File: src/rtl/pbuf_prog_writer.sv
// pbuf_prog_writer: two-phase setup/pulse/hold programming sequencer for a pbuf6 3x2 config store.
// Optional shadow of the last completed pattern is enabled with `define PBUF_PROG_SHADOW_EN.
module pbuf_prog_writer #(
    parameter int SETUP_CYC = 1,
    parameter int PULSE_CYC = 1,
    parameter int HOLD_CYC  = 1
) (
    input  logic       clk,
    input  logic       rst_n,
    input  logic       cfg_valid,
    output logic       cfg_ready,
    input  logic [5:0] cfg_data,
    output logic       busy,
    output logic       done,
    output logic       prog_dat0,
    output logic       prog_dat1,
    output logic       prog_dat2,
    output logic       prog_cap0,
    output logic       prog_cap1,
    output logic [5:0] cfg_shadow
);

    // Zero-length phases would break the strobe/data separation, so clamp into the counter range.
    localparam logic [3:0] SETUP_LEN = (SETUP_CYC < 1) ? 4'd1 : (SETUP_CYC > 15) ? 4'd15 : 4'(SETUP_CYC);
    localparam logic [3:0] PULSE_LEN = (PULSE_CYC < 1) ? 4'd1 : (PULSE_CYC > 15) ? 4'd15 : 4'(PULSE_CYC);
    localparam logic [3:0] HOLD_LEN  = (HOLD_CYC  < 1) ? 4'd1 : (HOLD_CYC  > 15) ? 4'd15 : 4'(HOLD_CYC);

    if (SETUP_CYC < 1 || SETUP_CYC > 15) begin : g_setup_range
        $warning("pbuf_prog_writer: SETUP_CYC=%0d outside 1..15, clamped", SETUP_CYC);
    end
    if (PULSE_CYC < 1 || PULSE_CYC > 15) begin : g_pulse_range
        $warning("pbuf_prog_writer: PULSE_CYC=%0d outside 1..15, clamped", PULSE_CYC);
    end
    if (HOLD_CYC < 1 || HOLD_CYC > 15) begin : g_hold_range
        $warning("pbuf_prog_writer: HOLD_CYC=%0d outside 1..15, clamped", HOLD_CYC);
    end

    typedef enum logic [2:0] {
        ST_IDLE   = 3'd0,
        ST_SETUP0 = 3'd1,
        ST_PULSE0 = 3'd2,
        ST_HOLD0  = 3'd3,
        ST_SETUP1 = 3'd4,
        ST_PULSE1 = 3'd5,
        ST_HOLD1  = 3'd6,
        ST_DONE   = 3'd7
    } state_t;

    state_t     state_r;
    state_t     state_s;
    logic [3:0] cnt_r;
    logic [3:0] cnt_s;
    logic [5:0] data_r;
    logic [5:0] src_s;
    logic [2:0] dat_s;
    logic       ready_r;
    logic       busy_r;
    logic       done_r;
    logic [2:0] dat_r;
    logic       cap0_r;
    logic       cap1_r;

    // State and phase counter registers.
    always_ff @(posedge clk or negedge rst_n) begin
        if (!rst_n) begin
            state_r <= ST_IDLE;
            cnt_r   <= 4'd0;
        end else begin
            state_r <= state_s;
            cnt_r   <= cnt_s;
        end
    end

    // Next state: each timed phase reloads the counter on entry and exits when it reaches zero.
    always_comb begin
        state_s = state_r;
        cnt_s   = cnt_r;
        case (state_r)
            ST_IDLE: begin
                if (cfg_valid) begin
                    state_s = ST_SETUP0;
                    cnt_s   = SETUP_LEN - 4'd1;
                end else begin
                    cnt_s   = 4'd0;
                end
            end
            ST_SETUP0, ST_SETUP1: begin
                if (cnt_r == 4'd0) begin
                    state_s = (state_r == ST_SETUP0) ? ST_PULSE0 : ST_PULSE1;
                    cnt_s   = PULSE_LEN - 4'd1;
                end else begin
                    cnt_s   = cnt_r - 4'd1;
                end
            end
            ST_PULSE0, ST_PULSE1: begin
                if (cnt_r == 4'd0) begin
                    state_s = (state_r == ST_PULSE0) ? ST_HOLD0 : ST_HOLD1;
                    cnt_s   = HOLD_LEN - 4'd1;
                end else begin
                    cnt_s   = cnt_r - 4'd1;
                end
            end
            ST_HOLD0: begin
                if (cnt_r == 4'd0) begin
                    state_s = ST_SETUP1;
                    cnt_s   = SETUP_LEN - 4'd1;
                end else begin
                    cnt_s   = cnt_r - 4'd1;
                end
            end
            ST_HOLD1: begin
                if (cnt_r == 4'd0) begin
                    state_s = ST_DONE;
                    cnt_s   = 4'd0;
                end else begin
                    cnt_s   = cnt_r - 4'd1;
                end
            end
            ST_DONE: begin
                state_s = ST_IDLE;
                cnt_s   = 4'd0;
            end
            default: begin
                state_s = ST_IDLE;
                cnt_s   = 4'd0;
            end
        endcase
    end

    // Row data for the coming cycle; on accept the pattern comes straight from cfg_data.
    always_comb begin
        src_s = data_r;
        if (state_r == ST_IDLE) begin
            src_s = cfg_data;
        end else begin
            src_s = data_r;
        end
        dat_s = 3'b000;
        case (state_s)
            ST_SETUP0, ST_PULSE0, ST_HOLD0: dat_s = {src_s[4], src_s[2], src_s[0]};
            ST_SETUP1, ST_PULSE1, ST_HOLD1: dat_s = {src_s[5], src_s[3], src_s[1]};
            default:                        dat_s = 3'b000;
        endcase
    end

    // Pattern capture on the handshake.
    always_ff @(posedge clk or negedge rst_n) begin
        if (!rst_n) begin
            data_r <= 6'b000000;
        end else if (state_r == ST_IDLE && cfg_valid) begin
            data_r <= cfg_data;
        end
    end

    // Outputs are registered from the next state so they change cleanly with the state register.
    always_ff @(posedge clk or negedge rst_n) begin
        if (!rst_n) begin
            ready_r <= 1'b1;
            busy_r  <= 1'b0;
            done_r  <= 1'b0;
            dat_r   <= 3'b000;
            cap0_r  <= 1'b0;
            cap1_r  <= 1'b0;
        end else begin
            ready_r <= (state_s == ST_IDLE);
            busy_r  <= (state_s != ST_IDLE);
            done_r  <= (state_s == ST_DONE);
            dat_r   <= dat_s;
            cap0_r  <= (state_s == ST_PULSE0);
            cap1_r  <= (state_s == ST_PULSE1);
        end
    end

    assign cfg_ready = ready_r;
    assign busy      = busy_r;
    assign done      = done_r;
    assign prog_dat0 = dat_r[0];
    assign prog_dat1 = dat_r[1];
    assign prog_dat2 = dat_r[2];
    assign prog_cap0 = cap0_r;
    assign prog_cap1 = cap1_r;

`ifdef PBUF_PROG_SHADOW_EN
    logic [5:0] shadow_r;

    // Shadow copy of the last pattern whose sequence ran to completion.
    always_ff @(posedge clk or negedge rst_n) begin
        if (!rst_n) begin
            shadow_r <= 6'b000000;
        end else if (state_r == ST_DONE) begin
            shadow_r <= data_r;
        end
    end

    assign cfg_shadow = shadow_r;
`else
    assign cfg_shadow = 6'b000000;
`endif

endmodule

File: config.mk
export PLATFORM = sky130hd
export DESIGN_NAME = pbuf_prog_writer
export DESIGN_NICKNAME = d
export VERILOG_FILES = /design/src/rtl/pbuf_prog_writer.sv
export SDC_FILE = /design/constraint.sdc
export NUM_CORES = 1
export LEC_CHECK = 0
export BUFFER_PORTS_ARGS = -buffer_cell sky130_fd_sc_hd__buf_2
export CELL_PAD_IN_SITES_DETAIL_PLACEMENT = 1
export CELL_PAD_IN_SITES_GLOBAL_PLACEMENT = 1
export CORE_AREA = 2 2 54 56
export DETAILED_ROUTE_END_ITERATION = 16
export DIE_AREA = 0 0 56 58
export PLACE_DENSITY_LB_ADDON = 0.1
export SETUP_SLACK_MARGIN = 0.4
export SLEW_MARGIN = 30
export SYNTH_ARGS = -nofsm -noshare
export SYNTH_HDL_FRONTEND = slang
export SYNTH_SLANG_ARGS = --single-unit
File: constraint.sdc
create_clock -name clk -period 2 [get_ports clk]
set_input_delay 0.1 -clock clk [delete_from_list [all_inputs] [get_ports clk]]
set_output_delay 0.1 -clock clk [all_outputs]
set_load 0.02 [all_outputs]
Word-level counts from Yosys, hierarchy flattened. Cells that the tools add are included.

Add/sub/neg operators: 1. Eq/ne operators: 14. Multiplexer cells: 12. Reduce and logical (&&, ||, !) cells: 11.

Operator list (count): $eq A3 B3 Y1 const B (8); $mux W3 (7); $pmux W3 S6 (1); $eq A3 B2 Y1 const B (4); $pmux W4 S2 (1); $eq A3 B1 Y1 const B (2); $logic_not A3 Y1 (2); $mux W6 (1); $pmux W3 S2 (1); $reduce_or A2 Y1 (3); $reduce_or A3 Y1 (2); $reduce_or A6 Y1 (1); $logic_not A4 Y1 (1); $mux W4 (1); $sub A4 B1 Y4 const B (1); $reduce_bool A3 Y1 (1); $logic_and A1 B1 Y1 (1).

Register bits after elaboration: 21. Input port bits: 9. Output and inout bits: 14. Logic and storage cells: 47.

Longest topological paths before layout.
Depth after elaboration: 7. Gate-level depth with buffers: 7.

Least setup slack after synthesis. OpenSTA, ideal clock, no wires.

Path kind: reg-to-reg. Start: reg cnt_r[0]. End: reg state_r[0]. Setup time: 0.073 ns. Arrival: 1.407 ns. Data required time: 1.927 ns. Slack: 0.520 ns. Cell stages (with the launch flop): 8. Path buffers: 1. Period minus slack after synthesis: 1.480 ns. Path through: dfrtp_1 > inv_1 > ha_1 > or3b_1 > buf_2 > a211oi_2 > a21oi_1 > a21oi_2.

Longest elaborated chain between the ends: 3.

RTL lines: from (decl) (RTL line 51) `logic [3:0] cnt_r;`; from (signal assigned) (RTL line 70) `cnt_r <= cnt_s;`; $logic_not A4 Y1 (*); $mux W3, on equally long branches; $pmux W3 S6 (*) (RTL line 78) `case (state_r)`; via state_s[0] (RTL line 50) `state_t state_s;`; to (signal assigned) (RTL line 69) `state_r <= state_s;`; to (decl) (RTL line 49) `state_t state_r;`.

The timed path passes the listed nets; every way through them passes the cells marked *. A chain may end at the register's enable or synchronous reset.

Worst setup path in the final report.
Start: reg cnt_r[0]. End: reg cnt_r[3].

Longest elaborated chain between the ends: 3.

RTL lines: $sub A4 B1 Y4 or $logic_not A4 Y1 (tied branches); $mux W4 (*); $pmux W4 S2 (*) (RTL line 78); via cnt_s[3] (RTL line 52) `logic [3:0] cnt_s;`.

Marks and branches as above.

==> impl_metrics.ini <==
[outcome]
status = finished clean

[worst_hold_path]
hold_depth = 2
min_from = cfg_data[2]
min_to = data_r[2]
min_path_type = input pin to register

[logic_synthesis]
synth_seq_area_share_pct = 51.9
synth_adder_area_share_pct = 2.47
synth.cell_area_um2 = 1010
ys_ff_latch = 21
yosys-top-cells-area = dfrtp_1, mux2_2, buf_4, a21oi_1, mux2i_1
synthXorXnorAreaFrac_pct = 2.59
netlist_instances = 91
synthTopCellsByCount = dfrtp_1, buf_4, a21oi_1, mux2_2, nor2_1
yosysMostFrequentCell = dfrtp_1
synth_simple_gate_area_share_pct = 14.4
ys.flop_type = dfrtp_1
synth_compound_area_share_pct = 10.4
synth_edf_count = 0
synth_top_family_by_area = simple AND/OR/NAND/NOR gates
synthMuxAreaShare_pct = 9.62
synth.largest_area_cell = dfrtp_1
syn_avg_cell_area_um2 = 11.2
synth_warnings = 0
synth_top_cell_area_share_pct = 49.3
ys_types = 32
async_reset_ff_share_pct = 100

[sta]
fin_crit_sh_pct = 78.6
tns_ns = 0
finClkSkew_ns = 0.00953
finalHoldViolations = 0
finalSetupViolations = 0
rsz0062_at_grt = true
post-route-min-period_ns = 1.57
fmax_ghz = 0.636
setup_ws_ns = 0.428
drv_slew = 0

[setup_path]
r2r_start = cnt_r[0]
start_kind = register
r2r_cells = 6
criticalPathCategory = register to register
crit_required_ns = 2.19
r2r_slack_ns = 0.43
cp-end-kind = register
cp_max_fo = 5
worstPathArrival_ns = 1.77
r2r_end = cnt_r[3]

[placed_design]
place_ws_ns = 0.358
dpl.hpwl_mm = 1.34
numPortBuffers = 16
place_congestion = 0.789
dp_cells = 136

[floorplan]
die_area_um2 = 3250
std_cell_rows = 19
die_y_um = 58
start_util_pct = 38.1
io_pins = 23
coreArea_um2 = 2660
dieWidth_um = 56

[global_route]
grt_max_degree = 22
grt_usage_pct = 12.9
antenna_found_initial = 0
grt_pass1_wl_mm = 3.33
overflow = 0
grt_pass1_vias = 734

[clock_network]
cts.sinks = 21
numCtsBuffers = 3
htreeDepth = 1
insertion_delay_ns = 0.30
cts_root_buf = clkbuf_4
clkSlewWorstSetupHoldPaths_ns = 0.13
cts_tree = yes
cts_max_path_buffers = 2

[run]
cap_violations = 0

[layout]
fin_nets = 125
layout.cells.non_filler = 144
area_growth_pct = 17.0
diodes = 0
drive_gt1_share_pct = 38.1
fin_util_pct = 44.6

[power]
power_density_nw_per_um2 = 1400
vdd.ir_drop.worst_mv = 0.803
p_leak_nw = 0.566
total_power_mw = 1.67

[route]
drt_first_pass_iters = 3
finalWirelength_mm = 1.97
viasPerCell = 4.84
wl_per_cell_um = 13.7
num_vias = 697
drc = 0
drt_iter0_drc = 4
ant_nets = 0
layout make-up:
class / count / area, µm²
clock inverters: 1 / 5.00
multi-input cells: 61 / 440
clock buffers: 3 / 22.5
inverters: 3 / 11.3
well taps: 31 / 38.8
repair buffers: 24 / 143
fillers: 308 / 1480
flip-flops and latches: 21 / 527
worst max-delay path: stages, from the launching register on:
cell and delay (ns):
dfrtp_1 0.40, inv_1 0.10, ha_1 0.18, or3b_4 0.43, buf_4 0.16, nand3_1 0.13
nor2_1 0.07
how the worst max path moves through the flow:
stage	start	to	cells after the start
after CTS	state_r[1]	data_r[4]	3
after detailed placement	cnt_r[0]	dat_r[0]	5
after global placement	cnt_r[0]	dat_r[0]	5
after global routing	cnt_r[1]	cnt_r[3]	6
final	cnt_r[0]	cnt_r[3]	6
after floorplan	cnt_r[0]	state_r[0]	7
flip-flops by register name, indices dropped and copies added, names as in the netlist:
register   count
data_r         6
state_r        3
done           1
cfg_ready      1
cnt_r          4
prog_cap0      1
dat_r          3
busy           1
prog_cap1      1
routing by layer:
layer / GRT usage (%) / share of wire [%] / vias to the layer above
li1: - / - / 341
met1: 18.1 / 47 / 335
met2: 20.5 / 47 / 17
met3: 2.23 / 4.2 / 4
met4: 4.08 / 1.5 / 0
met5: 0 / 0 / -
report_power, final:
group	switching [mW]	total, mW	internal, mW
sequential	0.116	0.710	0.594
combinational	0.415	0.750	0.335
clock	0.132	0.206	0.0745
total	0.663	1.67	1.00
logic make-up after synthesis:
| group | Yosys count |
|---|---|
| AOI/OAI and AO/OA | 17 |
| other | 1 |
| DFF | 21 |
| xor gates and xnor gates | 3 |
| muxes | 9 |
| and+or+nand+nor | 24 |
| buffers and inverters | 14 |
| adders and majority gates | 2 |
placed cells by master, fill, tap and decap left out, types with 4 or more instances in the layout:
| cell type | netlist | layout |
|---|---|---|
| buf_4 | 7 | 7 |
| dfrtp_1 | 20 | 20 |
| nor2_1 | 5 | 5 |
| mux2_2 | 6 | 6 |
| buf_2 | 4 | 16 |
| a21oi_1 | 6 | 5 |
| nand2_1 | 4 | 4 |
| conb_1 | 1 | 6 |
metrics by stage:
step,cell area [µm²],hold slack [ns]
final,1190,0.0339
after global routing,1190,0.0394
after CTS,1150,0.0260
after detailed placement,1110,0.0911
after global placement,1110,0.0883
after floorplan,1030,-0.196
timing repair:
item                                    CTS  global route
endpoints found under the hold margin    20             0
gates resized for setup                   2             3
hold buffers                              1             0
buffers inserted                          0             3
endpoints found under the setup margin    4            10
gates cloned                              0             0
pin swaps                                 0             2
No activity file was read; power rests on OpenSTA's default activity.
